$ cat src/rtl/seg7_pkg.sv
// seg7_pkg: shared definitions for the 7-segment scan path.
//   - Active-low cathode patterns (bit7=a ... bit1=g, bit0=dp) for codes 0-9
//     and the dp-only pattern. The encoder side uses the same table.
//   - Special codes for the dp-only digit and undecodable patterns.
//   - Capture FSM state type.
package seg7_pkg;

  localparam logic [7:0] SEG_0  = 8'b0000_0011;
  localparam logic [7:0] SEG_1  = 8'b1001_1111;
  localparam logic [7:0] SEG_2  = 8'b0010_0101;
  localparam logic [7:0] SEG_3  = 8'b0000_1101;
  localparam logic [7:0] SEG_4  = 8'b1001_1001;
  localparam logic [7:0] SEG_5  = 8'b0100_1001;
  localparam logic [7:0] SEG_6  = 8'b0100_0001;
  localparam logic [7:0] SEG_7  = 8'b0001_1111;
  localparam logic [7:0] SEG_8  = 8'b0000_0001;
  localparam logic [7:0] SEG_9  = 8'b0000_1001;
  localparam logic [7:0] SEG_DP = 8'b1111_1110;

  localparam logic [3:0] CODE_DP  = 4'hA;
  localparam logic [3:0] CODE_ERR = 4'hF;

  typedef enum logic [1:0] {
    IDLE,
    SETTLE,
    HOLD
  } state_t;

endpackage

$ cat src/rtl/seg7_pattern_decode.sv
// seg7_pattern_decode: combinational cathode pattern -> 4-bit code.
// Optional macro: SEG7_DP_DECODE_EN
//   undefined: exact 8-bit match; a digit with dp lit is an error.
//   defined:   digits 0-9 match on segments a..g only, dp is ignored.
//              The dp-only pattern still decodes to CODE_DP.
// Ports:
//   cathode  in  [7:0]  active-low segment pattern
//   code     out [3:0]  decoded code, CODE_ERR when not in the table
//   err      out        high when the pattern is not in the table
module seg7_pattern_decode
  import seg7_pkg::*;
(
  input  logic [7:0] cathode,
  output logic [3:0] code,
  output logic       err
);

  logic [7:0] key;

  always_comb begin
    key = cathode;
`ifdef SEG7_DP_DECODE_EN
    // Force dp to "unlit" so digits match with either dp state; the
    // dp-only pattern is left intact so it still reaches its own entry.
    if (cathode != SEG_DP) key[0] = 1'b1;
`endif
    code = CODE_ERR;
    err  = 1'b0;
    case (key)
      SEG_0:   code = 4'd0;
      SEG_1:   code = 4'd1;
      SEG_2:   code = 4'd2;
      SEG_3:   code = 4'd3;
      SEG_4:   code = 4'd4;
      SEG_5:   code = 4'd5;
      SEG_6:   code = 4'd6;
      SEG_7:   code = 4'd7;
      SEG_8:   code = 4'd8;
      SEG_9:   code = 4'd9;
      SEG_DP:  code = CODE_DP;
      default: begin
        code = CODE_ERR;
        err  = 1'b1;
      end
    endcase
  end

endmodule

$ cat src/rtl/seg7_scan_capture.sv
// seg7_scan_capture: samples a multiplexed 7-segment bus and rebuilds the
// displayed frame of NUM_DIGITS 4-bit codes.
// Optional macro: SEG7_DP_DECODE_EN (dp-tolerant decode, adds dp_out).
// Parameters:
//   NUM_DIGITS     number of anodes scanned
//   SETTLE_CYCLES  identical samples needed before a digit is accepted (2..255)
// Ports:
//   clk           in   system clock
//   reset         in   synchronous active-high reset
//   anode         in   [NUM_DIGITS-1:0] active-low digit enables
//   cathode       in   [7:0] active-low segments (bit7=a .. bit1=g, bit0=dp)
//   clear         in   aborts the frame in progress
//   frame_out     out  [4*NUM_DIGITS-1:0] last complete frame, digit i at [4i+3:4i]
//   frame_done    out  one-cycle pulse when frame_out updates
//   capture_mask  out  [NUM_DIGITS-1:0] digits captured in the current frame
//   pattern_err   out  one-cycle pulse when a captured pattern is not decodable
//   dp_out        out  [NUM_DIGITS-1:0] dp lit per digit (macro builds only)
//
// state  | meaning
// IDLE   | registered anode not one-cold, nothing selected
// SETTLE | one digit selected, counting identical samples
// HOLD   | digit captured (or frame cleared), waiting for the bus to change
module seg7_scan_capture
  import seg7_pkg::*;
#(
  parameter int NUM_DIGITS    = 8,
  parameter int SETTLE_CYCLES = 4
) (
  input  logic                    clk,
  input  logic                    reset,
  input  logic [NUM_DIGITS-1:0]   anode,
  input  logic [7:0]              cathode,
  input  logic                    clear,
  output logic [4*NUM_DIGITS-1:0] frame_out,
  output logic                    frame_done,
  output logic [NUM_DIGITS-1:0]   capture_mask,
  output logic                    pattern_err
`ifdef SEG7_DP_DECODE_EN
  ,
  output logic [NUM_DIGITS-1:0]   dp_out
`endif
);

  localparam int IDXW = (NUM_DIGITS > 1) ? $clog2(NUM_DIGITS) : 1;
  localparam logic [7:0] CNT_TC = 8'(SETTLE_CYCLES - 1);

  logic [NUM_DIGITS-1:0]   anode_q, anode_p;
  logic [7:0]              cathode_q, cathode_p;
  state_t                  state;
  logic [7:0]              cnt;
  logic [3:0]              digit_q [NUM_DIGITS];
  logic [4*NUM_DIGITS-1:0] frame_next;
  logic [IDXW-1:0]         sel;
  logic                    one_cold;
  logic                    same;
  logic [3:0]              dec_code;
  logic                    dec_err;
`ifdef SEG7_DP_DECODE_EN
  logic [NUM_DIGITS-1:0]   dp_q;
`endif

  assign one_cold = $onehot(~anode_q);
  assign same     = (anode_q == anode_p) && (cathode_q == cathode_p);

  always_comb begin
    sel = '0;
    for (int i = 0; i < NUM_DIGITS; i++) begin
      if (!anode_q[i]) sel = IDXW'(i);
    end
  end

  always_comb begin
    frame_next = '0;
    for (int i = 0; i < NUM_DIGITS; i++) begin
      frame_next[4*i +: 4] = digit_q[i];
    end
  end

  seg7_pattern_decode u_decode (
    .cathode (cathode_q),
    .code    (dec_code),
    .err     (dec_err)
  );

  always_ff @(posedge clk) begin
    if (reset) begin
      anode_q      <= '1;
      anode_p      <= '1;
      cathode_q    <= '1;
      cathode_p    <= '1;
      state        <= IDLE;
      cnt          <= '0;
      frame_out    <= '0;
      frame_done   <= 1'b0;
      capture_mask <= '0;
      pattern_err  <= 1'b0;
      for (int i = 0; i < NUM_DIGITS; i++) digit_q[i] <= '0;
`ifdef SEG7_DP_DECODE_EN
      dp_q         <= '0;
      dp_out       <= '0;
`endif
    end else begin
      anode_q     <= anode;
      cathode_q   <= cathode;
      anode_p     <= anode_q;
      cathode_p   <= cathode_q;
      frame_done  <= 1'b0;
      pattern_err <= 1'b0;

      if (clear) begin
        // Abort wins over both frame completion and a same-cycle capture.
        capture_mask <= '0;
        state        <= HOLD;
        cnt          <= '0;
      end else begin
        // Mask went full on the previous edge: publish the frame.
        if (&capture_mask) begin
          frame_out    <= frame_next;
          frame_done   <= 1'b1;
          capture_mask <= '0;
`ifdef SEG7_DP_DECODE_EN
          dp_out       <= dp_q;
`endif
        end

        case (state)
          IDLE: begin
            if (one_cold) begin
              state <= SETTLE;
              cnt   <= 8'd1;
            end
          end
          SETTLE: begin
            if (!one_cold) begin
              state <= IDLE;
              cnt   <= '0;
            end else if (!same) begin
              cnt <= 8'd1;
            end else if (cnt == CNT_TC) begin
              digit_q[sel]      <= dec_code;
              capture_mask[sel] <= 1'b1;
              pattern_err       <= dec_err;
`ifdef SEG7_DP_DECODE_EN
              dp_q[sel]         <= ~cathode_q[0];
`endif
              cnt               <= cnt + 8'd1;
              state             <= HOLD;
            end else begin
              cnt <= cnt + 8'd1;
            end
          end
          HOLD: begin
            if (!same) begin
              if (one_cold) begin
                state <= SETTLE;
                cnt   <= 8'd1;
              end else begin
                state <= IDLE;
                cnt   <= '0;
              end
            end
          end
          default: begin
            state <= IDLE;
            cnt   <= '0;
          end
        endcase
      end
    end
  end

endmodule

$ cat config.mk
export PLATFORM = sky130hd
export DESIGN_NAME = seg7_scan_capture
export DESIGN_NICKNAME = d
export VERILOG_FILES = /design/src/rtl/seg7_pkg.sv /design/src/rtl/seg7_pattern_decode.sv /design/src/rtl/seg7_scan_capture.sv
export SDC_FILE = /design/constraint.sdc
export NUM_CORES = 1
export LEC_CHECK = 0
export BUFFER_PORTS_ARGS = -buffer_cell sky130_fd_sc_hd__buf_2
export CELL_PAD_IN_SITES_DETAIL_PLACEMENT = 0
export CELL_PAD_IN_SITES_GLOBAL_PLACEMENT = 2
export CORE_ASPECT_RATIO = 0.8
export CORE_MARGIN = 1.5
export CORE_UTILIZATION = 37
export CTS_CLUSTER_DIAMETER = 200
export DETAILED_ROUTE_END_ITERATION = 16
export GPL_TIMING_DRIVEN = 0
export MAX_ROUTING_LAYER = met4
export PLACE_DENSITY_LB_ADDON = 0.05
export SYNTH_ARGS = -nofsm -noshare
export SYNTH_HDL_FRONTEND = slang
export SYNTH_SLANG_ARGS = --single-unit
$ cat constraint.sdc
create_clock -name clk -period 4.85 [get_ports clk]
set_input_delay 0.2425 -clock clk [delete_from_list [all_inputs] [get_ports clk]]
set_output_delay 0.2425 -clock clk [all_outputs]
set_load 0.02 [all_outputs]
# After elaboration in Yosys (flattened, before gate mapping)
# Memory sizes are Yosys's and may differ from the RTL's. A register that Yosys moved wholly into a read port is not among the register bits.
# Index checks and enable logic that the tools add are counted.
[totals]
regBits = 52
mem_bits_rw = 32
inputBits = 19
output_inout_bits = 42
elab_cells = 110
n_memories = 1
[op_classes]
n_addsub = 8
order_cmp = 2
eq_ne = 25
n_mux = 45
n_bitwise = 7
reduce_logical = 12
[memory_table]
columns = ["memory", "depth", "word_bits", "read_ports", "rd_clocked_by_memory_dff", "write_ports", "line", "text"]
rows = [
  ["digit_q", 8, 4, 8, 8, 8, "seg7_scan_capture.sv:51", "logic [3:0] digit_q [NUM_DIGITS];"],
]
[op_table]
columns = ["op", "n"]
rows = [
  ["8-bit 2-to-1 mux", 11],
  ["4-bit case mux with 11 select lines", 1],
  ["8-bit equality test, second input constant", 3],
  ["8-bit case mux with 3 select lines", 1],
  ["3-bit 2-to-1 mux", 7],
  ["8-bit by 2-bit equality test with 1-bit output, second input constant", 2],
  ["8-bit by 4-bit equality test with 1-bit output, second input constant", 2],
  ["8-bit by 7-bit equality test with 1-bit output, second input constant", 2],
  ["8-bit equality test", 2],
  ["1-bit 2-to-1 mux", 16],
  ["2-bit 2-to-1 mux", 6],
  ["3-bit inequality test, second input constant", 4],
  ["11-bit OR reduction", 1],
  ["9-bit AND reduction", 1],
  ["1-bit by 1-bit adder with 2-bit output", 4],
  ["8-bit by 1-bit adder with 8-bit output, second input constant", 1],
  ["8-bit by 1-bit equality test with 1-bit output, second input constant", 1],
  ["8-bit by 5-bit equality test with 1-bit output, second input constant", 1],
  ["8-bit by 6-bit equality test with 1-bit output, second input constant", 1],
  ["4-bit inequality test, second input constant", 2],
  ["8-bit NOT", 1],
  ["8-bit OR", 1],
  ["4-bit AND reduction", 2],
  ["8-bit AND reduction", 1],
  ["18 further kinds", 25],
]

# Logic depth before layout (Yosys ltp)
[logic_depth]
ltp_word = 16
ltp_mapped = 13
mapped_depth_nobuf = 12

# Cells and area by module
# Synthesis repeated with hierarchy kept, for this count alone.
[hier_totals]
cells_unflattened = 496
area_unflattened_um2 = 4825.9
[by_module_without_submodules]
columns = ["module", "instances", "cells_per_inst", "area_per_inst_um2", "seq_area_each_um2"]
rows = [
  ["seg7_scan_capture", 1, 468, 4640.7, 2642.5],
  ["seg7_pattern_decode", 1, 28, 185.2, 0.0],
]

# Worst setup path after synthesis
# No wires, ideal clock.
[synth_path]
path_type = "reg-to-reg"
from = "register anode_q[0]"
to = "memory digit_q[1][0], enable pin"
setup_time_ns = 0.335
arrival_ns = 3.718
t_required_ns = 4.515
slack_ns = 0.797
path_stages_with_launch = 14
n_path_buf = 1
synth_period_minus_slack_ns = 4.053
path_cell_list = "dfxtp_1 -> fa_1 -> inv_1 -> fa_1 -> fa_1 -> ha_1 -> inv_1 -> fa_1 -> nor2_1 -> a31oi_1 -> nor3_4 -> nand4_1 -> buf_2 -> o21ai_1"
[synth_lines]
columns = ["element", "line", "text"]
rows = [
  ["from (decl)", "seg7_scan_capture.sv:47", "logic [NUM_DIGITS-1:0] anode_q, anode_p;"],
  ["from (signal assigned)", "seg7_scan_capture.sv:103", "anode_q <= anode;"],
  ["to (decl)", "seg7_scan_capture.sv:51", ""],
]

==> results by group <==
STA
  • Setup TNS: 0 ps
  • Final slew viol count: 0
  • Period utilisation layout: between 80% and 90%
  • Final hold violations: 0
  • Worst relative slew slack: about 59%
  • Final min period: 4254 ps
  • RSZ-0062 raised after global routing: false
  • Setup violators final: 0
  • Slew @ Worst Pin: 617.5 ps
  • Worst Skew: approximately 6.0 ps
  • Max Clk Rate: approximately 0.24 GHz

Route
  • Post-route ant nets: 0
  • Routed WL: ~12000 µm
  • First-pass DRT Iterations: 4
  • Drt wl/cell: 15.06 µm
  • Number of remaining DRC errors: 0
  • Iter 0 DRT Violations: 119
  • Avg Vias per Cell: 4.904
  • DR vias: ~3800

Die
  • Die width: between 100 and 150 µm
  • Die area: ~14000 µm²
  • IO Count: 61
  • Overall die height: between 100 and 150 µm
  • Core Area: between 10000 and 15000 µm²
  • Row count: 37
  • Initial Util: between 30% and 40%

Logic synthesis
  • Yosys cell types: 66
  • Syn nets: roughly 520
  • Post-synthesis sequential area ratio: 53.13%
  • Largest cells by area after synthesis: dfxtp_1, edfxtp_1, nand2_1
  • Mapped Cells: roughly 500
  • Syn Area/Cell: roughly 10 µm²
  • Top_reg_cell synth: dfxtp_1
  • EDFF count, synth: 32
  • Post-synth top area share: approximately a third
  • Register bit count reported by yosys: between 100 and 150
  • Warnings, synthesis: 0
  • Largest area contributor in the netlist: dfxtp_1
  • Commonest cells in the netlist: nand2_1, dfxtp_1, a21oi_1
  • Netlist Area Pre-Place: 4974 µm²
  • Most common cell in the netlist: nand2_1
  • Async S/R FF share, synth: 0%

Global routing
  • Tot GR Track Use: 18.02%
  • Vias in the first global route: 3504
  • Gr ovfl total: 0
  • Initial antenna violation count: 0
  • Pin count of the biggest net entering global routing: 17
  • First-pass GRT wire length: between 15000 and 20000 µm

Setup path
  • Crit Path Category: flip-flop to flip-flop
  • Critical path launch point type: flip-flop
  • Arrival time at the worst endpoint: approximately 4300 ps
  • FF-to-FF path depth: 14
  • Req. time, crit path: 4900 ps
  • CP Max Fanout: 10
  • Kind of end point of the critical path: flip-flop

Cells and area
  • # fillers: between 1000 and 1500
  • # nets final: 608
  • Reg area: approximately 2600 µm²
  • Diodes inserted: 0
  • Share of cells above drive strength 1: a little over a quarter
  • Area of the multi-input gates: between 2000 and 2500 µm²
  • Area Growth Syn to Fin: 23.32%
  • Finished Layout Cells: roughly 770

Placed design
  • I/O Buffers: 60
  • Final HPWL DP: 8521 µm
  • Gp weighted congestion: between 0.8 and 0.9
  • Inst Count DP: 730

Min path
  • Hold WC Path Type: primary input to flip-flop
  • Hold depth: 2

Clock tree
  • # resized after CTS: 0
  • Root buffer cell: clkbuf_16
  • Reg clk slew, reported paths: about 60 ps
  • TritonCTS clock tree: built
  • Skew-Pair Late Insertion Delay: about 410 ps
  • Htree depth: 4
  • Number of CTS-inserted buffers: 17
  • CTS Sinks: approximately 120
  • CTS Buffer Depth: 2

Run status
  • Status: completed

Run
  • Max Cap Viol: 0

Power
  • Leak: 0.002367 µW
  • Pwr per Cell Area: ~390 nW/µm²
  • Max VDD drop: between 0.2 and 0.3 mV
-- report_power, final --
part | leakage, µW | internal, µW | switching, µW
combinational | 0.00107 | 60.7 | 91.4
sequential | 0.00102 | 1020 | 18.9
clock | 0.000281 | 762 | 455
-- stage by stage --
| step | utilization [%] | total power, µW | instance area, µm² | hold slack [ps] | setup slack (ps) |
|---|---|---|---|---|---|
| CTS | 46.90 | 2425 | 6101 | 1.222 | 212.4 |
| floorplan | - | 1163 | 4974 | 346.3 | 797.4 |
| finish | 47.15 | 2406 | 6133 | 16.57 | 595.6 |
| global placement | 42.22 | 1204 | 5493 | 425.5 | 267.7 |
| detailed placement | 42.22 | 1207 | 5493 | 427.3 | 220.0 |
| global route | 47.15 | 2504 | 6133 | 2.565 | 324.8 |
-- critical path, cell delays in order, from the launching register on --
cell and delay, ps:
dfxtp_1 340, fa_1 540, inv_1 50, fa_1 450
fa_1 500, ha_1 180, inv_1 60, fa_1 370
nor2_1 100, a31oi_1 210, nor3_4 250, buf_4 160
nand2_2 90, buf_6 190, o31ai_2 410
-- cell type report --
| cell class | instances | area share [%] |
|---|---|---|
| repair buffers | 67 | 5.916 |
| plain buffers | 28 | 2.407 |
| well taps | 175 | 3.570 |
| clock buffers | 21 | 7.854 |
| flip-flops and latches | 116 | 43.08 |
| inverters | 23 | 1.408 |
| clock inverters | 10 | 1.571 |
| multi-input cells | 328 | 34.19 |
-- layout by cell type (no fill, tap or decap), types with 3 or more instances in the layout --
cell type,count
a211oi_1,5
a21oi_1,38
and3_1,3
buf_2,70
buf_4,3
buf_6,4
clkbuf_1,15
clkbuf_16,18
dfxtp_1,84
dlygate4sd3_1,4
edfxtp_1,32
fa_1,4
ha_1,4
inv_1,23
nand2_1,97
nand3_1,9
nand4_1,12
nand4b_1,3
nor2_1,16
nor3_1,15
nor3_2,4
nor4_1,5
o21ai_0,5
o21ai_1,6
o221ai_1,3
o22ai_1,3
o31ai_2,3
or2_2,25
or3_1,3
xnor2_1,16
-- repair_timing --
action / 4_1_cts / 5_1_grt
hold buffers: 3 / 1
endpoints found under the setup margin: 0 / 16
setup buffers: 0 / 3
endpoints found under the hold margin: 3 / 1
-- sequential cells by signal, indices dropped and copies added, names as in the netlist, 8 cells and up --
signal / cells
capture_mask: 8
cathode_p: 8
frame_out: 32
digit_q: 32
anode_q: 8
cathode_q: 8
cnt: 8
anode_p: 8
-- final timing paths --
kind	from	end	slack [ps]
setup / recovery	anode_q[0]	digit_q[7][3]	600
setup reg to reg	anode_q[0]	digit_q[7][3]	600
hold reg to reg	frame_out[17]	frame_out[17]	450
hold / removal	anode[2]	anode_q[2]	20
-- cells by family after synthesis --
kind of cell | after synthesis | share of synthesized area (%)
AO/OA/AOI/OAI | 78 | 10.69
XOR/XNOR | 19 | 3.648
adder cells (fa/ha/maj) | 8 | 2.616
buffers and inverters | 51 | 4.704
flip-flops | 116 | 53.13
multiplexers | 1 | 0.2013
AND/OR/NAND/NOR | 222 | 25.01
-- metal layers --
metal	vias to the layer above	part of all wire [%]	GRT usage, %
met5	-	0	-
met4	0	1.6	6.122
met3	17	3.7	4.634
met2	77	44	26.18
met1	1769	51	24.50
li1	1903	-	-
Power figures use the tool's default switching activity.
